$ cat config.mk
export PLATFORM = sky130hd
export DESIGN_NAME = ftdi_stream_tester_flat
export DESIGN_NICKNAME = d
export VERILOG_FILES = /design/src/rtl/ftdi_stream_tester_if.sv /design/src/rtl/ftdi_stream_tester.sv /design/src/flat_wrapper.sv
export SDC_FILE = /design/constraint.sdc
export NUM_CORES = 1
export LEC_CHECK = 0
export BUFFER_PORTS_ARGS = -buffer_cell sky130_fd_sc_hd__buf_2
export CORE_MARGIN = 3
export CORE_UTILIZATION = 47
export CTS_CLUSTER_SIZE = 25
export DETAILED_ROUTE_END_ITERATION = 6
export GPL_TIMING_DRIVEN = 0
export PLACE_DENSITY = 0.7
export SLEW_MARGIN = 20
export SYNTH_ARGS = -nofsm -noshare
export SYNTH_HDL_FRONTEND = slang
export SYNTH_SLANG_ARGS = --single-unit
$ cat constraint.sdc
create_clock -name clk -period 3.8 [get_ports clk]
set_clock_uncertainty 0.15 [all_clocks]
set_input_delay 0.38 -clock clk [delete_from_list [all_inputs] [get_ports clk]]
set_output_delay 0.38 -clock clk [all_outputs]
set_load 0.02 [all_outputs]
$ cat src/rtl/ftdi_stream_tester_if.sv
// Send/receive stream bundle between the stream tester and the FTDI FIFO bridge.
interface ftdi_stream_tester_if #(
  parameter int unsigned DSIZE = 2
);
  localparam int unsigned W = 8 * DSIZE;

  logic         itvalid;
  logic         itready;
  logic [W-1:0] itdata;
  logic         otvalid;
  logic         otready;
  logic [W-1:0] otdata;

  // Tester side: sources the send stream, sinks the receive stream.
  modport master (
    output itvalid, itdata, otready,
    input  itready, otvalid, otdata
  );

  // Bridge side.
  modport slave (
    input  itvalid, itdata, otready,
    output itready, otvalid, otdata
  );
endinterface

$ cat src/rtl/ftdi_stream_tester.sv
// Traffic generator and pattern checker for FTDI 245-FIFO link testing.
module ftdi_stream_tester #(
  parameter int unsigned DSIZE = 2,
  parameter int unsigned LEN_W = 16,
  parameter int unsigned CNT_W = 32
) (
  input  logic               clk,
  input  logic               rst_n,
  input  logic               en,
  input  logic [1:0]         mode,
  input  logic [LEN_W-1:0]   burst_len,
  input  logic [LEN_W-1:0]   gap_len,
  input  logic               clr,
  ftdi_stream_tester_if.master st,
  output logic [CNT_W-1:0]   tx_cnt,
  output logic [CNT_W-1:0]   rx_cnt,
  output logic [CNT_W-1:0]   err_cnt,
  output logic               locked
);

  localparam int unsigned W = 8 * DSIZE;

  // Fibonacci LFSR tap masks (bit tap-1 set for each tap) per supported width.
  localparam logic [63:0] TAPS64 =
    (DSIZE == 1) ? 64'h0000_0000_0000_00B8 :
    (DSIZE == 2) ? 64'h0000_0000_0000_D008 :
    (DSIZE == 4) ? 64'h0000_0000_8020_0003 :
                   64'hD800_0000_0000_0000;
  localparam logic [W-1:0] TAP_MASK = W'(TAPS64);

  typedef enum logic [1:0] {
    S_IDLE  = 2'd0,
    S_BURST = 2'd1,
    S_GAP   = 2'd2
  } state_t;

  // Pattern successor; mode 3 falls through to INC.
  function automatic logic [W-1:0] next_word(input logic [W-1:0] x, input logic [1:0] m);
    logic [W-1:0] r;
    case (m)
      2'd1:    r = {x[W-2:0], ^(x & TAP_MASK)};
      2'd2:    r = ~x;
      default: r = x + W'(1);
    endcase
    return r;
  endfunction

  // Start-of-sequence word for each pattern.
  function automatic logic [W-1:0] seed_word(input logic [1:0] m);
    logic [W-1:0] r;
    case (m)
      2'd1:    r = W'(1);
      2'd2:    r = {DSIZE{8'h55}};
      default: r = '0;
    endcase
    return r;
  endfunction

  // Saturating counter step.
  function automatic logic [CNT_W-1:0] sat_inc(input logic [CNT_W-1:0] c);
    return (c == '1) ? c : c + CNT_W'(1);
  endfunction

  state_t             state_q, state_d;
  logic               itvalid_q, itvalid_d;
  logic [W-1:0]       itdata_q, itdata_d;
  logic               cfg_load, mode_load;
  logic [1:0]         mode_q;
  logic [LEN_W-1:0]   burst_len_q, gap_len_q;
  logic [LEN_W-1:0]   beat_q, gap_q;
  logic               tx_hs, burst_end, gap_end;

  logic               otready_q;
  logic               rx_hs;
  logic [W-1:0]       ref_q;
  logic [1:0]         mode_prev_q;
  logic               mode_chg;

  assign st.itvalid = itvalid_q;
  assign st.itdata  = itdata_q;
  assign st.otready = otready_q;

  assign tx_hs     = itvalid_q & st.itready;
  assign burst_end = (burst_len_q != '0) && (beat_q == burst_len_q - LEN_W'(1));
  assign gap_end   = (gap_q == gap_len_q - LEN_W'(1));
  assign rx_hs     = st.otvalid & otready_q;
  assign mode_chg  = (mode != mode_prev_q);

  // Generator state register.
  always_ff @(posedge clk or negedge rst_n) begin
    if (!rst_n) state_q <= S_IDLE;
    else        state_q <= state_d;
  end

  // Generator next state; a pending word must be accepted before going idle.
  always_comb begin
    state_d = state_q;
    case (state_q)
      S_IDLE:  if (en) state_d = S_BURST;
      S_BURST: begin
        if (tx_hs) begin
          if (!en)                                  state_d = S_IDLE;
          else if (burst_end && gap_len_q != '0)    state_d = S_GAP;
        end
      end
      S_GAP: begin
        if (!en)          state_d = S_IDLE;
        else if (gap_end) state_d = S_BURST;
      end
      default: state_d = S_IDLE;
    endcase
  end

  // Generator outputs and config-latch strobes for the coming cycle.
  always_comb begin
    itvalid_d = (state_d == S_BURST);
    itdata_d  = itdata_q;
    cfg_load  = 1'b0;
    mode_load = 1'b0;
    case (state_q)
      S_IDLE: begin
        itdata_d  = seed_word(mode);
        cfg_load  = en;
        mode_load = en;
      end
      S_BURST: if (tx_hs) itdata_d = next_word(itdata_q, mode_q);
      S_GAP:   cfg_load = (state_d == S_BURST);
      default: ;
    endcase
  end

  // Registered send-stream outputs.
  always_ff @(posedge clk or negedge rst_n) begin
    if (!rst_n) begin
      itvalid_q <= 1'b0;
      itdata_q  <= '0;
    end else begin
      itvalid_q <= itvalid_d;
      itdata_q  <= itdata_d;
    end
  end

  // Burst configuration latches.
  always_ff @(posedge clk or negedge rst_n) begin
    if (!rst_n) begin
      mode_q      <= 2'd0;
      burst_len_q <= '0;
      gap_len_q   <= '0;
    end else begin
      if (mode_load) mode_q <= mode;
      if (cfg_load) begin
        burst_len_q <= burst_len;
        gap_len_q   <= gap_len;
      end
    end
  end

  // Beat counter within a burst and idle-cycle counter within a gap.
  always_ff @(posedge clk or negedge rst_n) begin
    if (!rst_n) begin
      beat_q <= '0;
      gap_q  <= '0;
    end else begin
      if (state_q != S_BURST) beat_q <= '0;
      else if (tx_hs)         beat_q <= burst_end ? '0 : beat_q + LEN_W'(1);
      if (state_q != S_GAP)   gap_q  <= '0;
      else                    gap_q  <= gap_q + LEN_W'(1);
    end
  end

  // Receive side is always ready once out of reset.
  always_ff @(posedge clk or negedge rst_n) begin
    if (!rst_n) otready_q <= 1'b0;
    else        otready_q <= 1'b1;
  end

  // Checker lock, reference word and mode-change tracking.
  always_ff @(posedge clk or negedge rst_n) begin
    if (!rst_n) begin
      locked      <= 1'b0;
      ref_q       <= '0;
      mode_prev_q <= 2'd0;
    end else begin
      mode_prev_q <= mode;
      if (clr || mode_chg) locked <= 1'b0;
      else if (rx_hs)      locked <= 1'b1;
      if (rx_hs && !clr)   ref_q  <= st.otdata;
    end
  end

  // Statistics counters; clear wins over a same-cycle event.
  always_ff @(posedge clk or negedge rst_n) begin
    if (!rst_n) begin
      tx_cnt  <= '0;
      rx_cnt  <= '0;
      err_cnt <= '0;
    end else if (clr) begin
      tx_cnt  <= '0;
      rx_cnt  <= '0;
      err_cnt <= '0;
    end else begin
      if (tx_hs) tx_cnt <= sat_inc(tx_cnt);
      if (rx_hs) rx_cnt <= sat_inc(rx_cnt);
      if (rx_hs && locked && !mode_chg && st.otdata != next_word(ref_q, mode))
        err_cnt <= sat_inc(err_cnt);
    end
  end

endmodule
$ cat src/flat_wrapper.sv
// flat-port wrapper written by rule: the top's interface ports become plain ports
module ftdi_stream_tester_flat 
#(
  parameter int unsigned DSIZE = 2,
  parameter int unsigned LEN_W = 16,
  parameter int unsigned CNT_W = 32
)
  (clk, rst_n, en, mode, burst_len, gap_len, clr, tx_cnt, rx_cnt, err_cnt, locked, st_itvalid, st_itdata, st_otready, st_itready, st_otvalid, st_otdata);
  ftdi_stream_tester_if #(.DSIZE(DSIZE)) st_i ();
  input  logic clk;
  input  logic rst_n;
  input  logic en;
  input  logic [1:0] mode;
  input  logic [LEN_W-1:0] burst_len;
  input  logic [LEN_W-1:0] gap_len;
  input  logic clr;
  output logic [CNT_W-1:0] tx_cnt;
  output logic [CNT_W-1:0] rx_cnt;
  output logic [CNT_W-1:0] err_cnt;
  output logic locked;
  output wire logic [$bits(st_i.itvalid)-1:0] st_itvalid;
  output wire logic [$bits(st_i.itdata)-1:0] st_itdata;
  output wire logic [$bits(st_i.otready)-1:0] st_otready;
  input wire logic [$bits(st_i.itready)-1:0] st_itready;
  input wire logic [$bits(st_i.otvalid)-1:0] st_otvalid;
  input wire logic [$bits(st_i.otdata)-1:0] st_otdata;
  assign st_itvalid = st_i.itvalid;
  assign st_itdata = st_i.itdata;
  assign st_otready = st_i.otready;
  assign st_i.itready = st_itready;
  assign st_i.otvalid = st_otvalid;
  assign st_i.otdata = st_otdata;
  ftdi_stream_tester #(.DSIZE(DSIZE), .LEN_W(LEN_W), .CNT_W(CNT_W)) u_core (.clk(clk), .rst_n(rst_n), .en(en), .mode(mode), .burst_len(burst_len), .gap_len(gap_len), .clr(clr), .st(st_i), .tx_cnt(tx_cnt), .rx_cnt(rx_cnt), .err_cnt(err_cnt), .locked(locked));
endmodule
==> results_dict.tcl <==
set metrics [dict create \
    relSlewSlack 0.4076 \
    crit_path_end_kind "register" \
    via_per_inst 5.645 \
    core_mm2 0.02533 \
    cts-root-buf "clkbuf_16" \
    nets 1670 \
    worstPathArrival_ns 3.87 \
    place.gp.congestion 0.8726 \
    pin_count 171 \
    hold_viol 0 \
    die_w_um 167.0 \
    fin_area_mm2 0.01486 \
    synth_edf_count 0 \
    cp_max_fo 10 \
    layout.cells.most_common "dfrtp_1" \
    start_util 0.4808 \
    dr.pass1.iters 5 \
    grt_pass1_wl_um 52640 \
    cts.htree.levels 1 \
    synth-async-reset-ratio 1.000 \
    fill_cells 2284 \
    pre_cts_slack_ns -0.5054 \
    tns_ns 0 \
    status "complete, no violations" \
    synth_ff_type "dfrtp_1" \
    clockBufferDepth 3 \
    wl_per_cell_um 16.09 \
    layout_common_cells "201 x dfrtp_1, 172 x buf_2, 125 x nor2_1" \
    grt_max_degree 87 \
    ff_latch_area_mm2 0.005030 \
    via_count 10996 \
    leakagePower_uw 0.006336 \
    fmax_ghz 0.2779 \
    numCtsBuffers 25 \
    post-route-period-util 0.9470 \
    instances_no_fill 1948 \
    start_kind "register" \
    slew_viol_final 0 \
    place_area_mm2 0.01350 \
    rsz0062_at_grt "no" \
    yosys.cell_types.count 72 \
    hp-class "in -> reg" \
    grt_antenna_before_repair 1 \
    grt_pass1_vias 10514 \
    required_ns 4.07 \
    ys_seq_area_frac 0.4131 \
    drt_iter0_markers 670 \
    finalWorstSetupSlack_ns 0.2013 \
    synth_area_mm2 0.01218 \
    fin_crit_ns 3.599 \
    multi_input_comb_area_mm2 0.006689 \
    die_h_um 167.0 \
    worst_slew_pin_slew_ns 0.8818 \
    drive_above_1_share 0.1849 \
    cts_sinks 201 \
    numPortBuffers 169 \
    synth_area_per_cell_um2 9.013 \
    dp.cells 1852 \
    ys_ff_latch 201 \
    path_class "reg -> reg" \
    syn2layout_area_growth_pct 22.02 \
    track_usage 0.2208 \
    clk-insertion-delay-late_ns 0.53 \
    ys_warn_count 0 \
    dieArea_mm2 0.02788 \
    tritoncts "built" \
    drtAntennaViolNets 0 \
    power.density_mw_per_mm2 445.9 \
    globalRouteOverflowTotal 0 \
    synthCells 1351 \
    drcViolationCount 0 \
    maxCapViolations 0 \
    syn_nets 1421 \
    wirelength_um 31340 \
    p_total_uw 6625 \
    ir_worst_vdd_uv 329.5 \
    rrSetupSlack_ns 0.20 \
    dp_hpwl_um 22280 \
    rows 58 \
    clk_pin_slew_ns 0.06 \
    setup_violations 0 \
]
-- registers in the layout (all words and copies together), names as in the netlist --
| name | flops |
|---|---|
| u_core.st.itdata | 16 |
| u_core.burst_len_q | 16 |
| u_core.locked | 1 |
| u_core.err_cnt | 32 |
| u_core.mode_q | 2 |
| u_core.gap_q | 16 |
| u_core.ref_q | 16 |
| u_core.state_q | 2 |
| u_core.st.itvalid | 1 |
| u_core.gap_len_q | 16 |
| u_core.mode_prev_q | 2 |
| u_core.tx_cnt | 32 |
| u_core.st.otready | 1 |
| u_core.beat_q | 16 |
| u_core.rx_cnt | 32 |
-- path summary, 6_finish.rpt --
| check | startpoint | endpoint | cells past startpoint |
|---|---|---|---|
| min in group asynchronous | rst_n | u_core.tx_cnt[12] | 2 |
| max reg2reg | u_core.burst_len_q[0] | u_core.beat_q[1] | 11 |
| max in group asynchronous | rst_n | u_core.gap_len_q[8] | 4 |
| max | u_core.burst_len_q[0] | u_core.beat_q[1] | 11 |
| min reg2reg | u_core.mode_q[0] | u_core.mode_q[0] | 2 |
| min | mode[1] | u_core.mode_q[1] | 3 |
-- kinds of logic after synthesis --
kind of cell               share of synthesized area
DFF                                           0.4131
other                                      0.0003080
and+or+nand+nor                               0.2374
xor gates and xnor gates                     0.09998
AOI/OAI and AO/OA                             0.1294
adders and majority gates                    0.01439
muxes                                        0.06443
buffers and inverters                        0.04110
-- per-stage QoR --
| step | utilization | hold WS [ns] |
|---|---|---|
| after global placement | 0.5305 | 0.3445 |
| after global routing | 0.5866 | 0.03928 |
| final | 0.5867 | 0.02189 |
| after detailed placement | 0.5331 | 0.1672 |
| after floorplan | - | -0.06559 |
| after CTS | 0.5852 | 0.008185 |
-- Yosys cell counts, drive strengths merged, types with 12 or more instances --
library cell	count	area, um^2
nor3	31	155.2
xnor2	68	595.6
nor2	125	469.2
or3	38	237.7
nor4	15	106.4
nand2b	16	100.1
nand4	48	300.3
a221oi	16	140.1
a21oi	62	310.3
nor2b	31	193.9
mux2i	12	120.1
ha	14	175.2
inv	51	191.4
a31oi	17	121.4
nand3	74	370.4
xor2	71	621.9
dfrtp	201	5030
mux2	59	664.4
and3	32	200.2
clkbuf	66	247.7
nand2	95	359.1
o21ai	67	335.3
-- layout make-up --
class | instances | area share
Inverter | 51 | 0.01288
Buffer | 76 | 0.02088
Clock inverter | 9 | 0.005726
Multi-Input combinational cell | 1022 | 0.4502
Sequential cell | 201 | 0.3385
Timing Repair Buffer | 223 | 0.09583
Tap cell | 330 | 0.02779
Antenna cell | 1 | 0.0001684
Clock buffer | 35 | 0.04800
-- critical path, cell delays in order (launching register included) --
cell and delay, ns:
dfrtp_1 0.43, inv_1 0.08, ha_1 0.23, or4b_2 0.75
xnor2_1 0.17, or3_1 0.30, nor4_1 0.18, a21oi_1 0.08
or4_1 0.55, buf_6 0.17, buf_6 0.14, a32o_1 0.24
-- power breakdown --
| group | switching, uW | internal, uW | leakage (uW) |
|---|---|---|---|
| Combinational | 925 | 708 | 0.00329 |
| Clock | 934 | 1370 | 0.000385 |
| Sequential | 323 | 2360 | 0.00266 |
| Total | 2180 | 4440 | 0.00634 |
-- repair_timing --
| action | in CTS | in global routing |
|---|---|---|
| buffers inserted | 0 | 3 |
| resized for setup | 4 | 8 |
| hold endpoints to repair | 100 | 0 |
| pin swaps | 0 | 1 |
| endpoints found under the setup margin | 33 | 55 |
| hold buffers | 49 | 0 |
-- metal layers --
| metal | up-vias | routed length (um) | track usage |
|---|---|---|---|
| met1 | 5295 | 13840 | 0.2958 |
| li1 | 5356 | - | - |
| met2 | 283 | 15010 | 0.3724 |
| met3 | 60 | 1593 | 0.03465 |
| met5 | - | 11 | 0 |
| met4 | 2 | 885 | 0.06313 |
(Power assumes the default switching activity.)
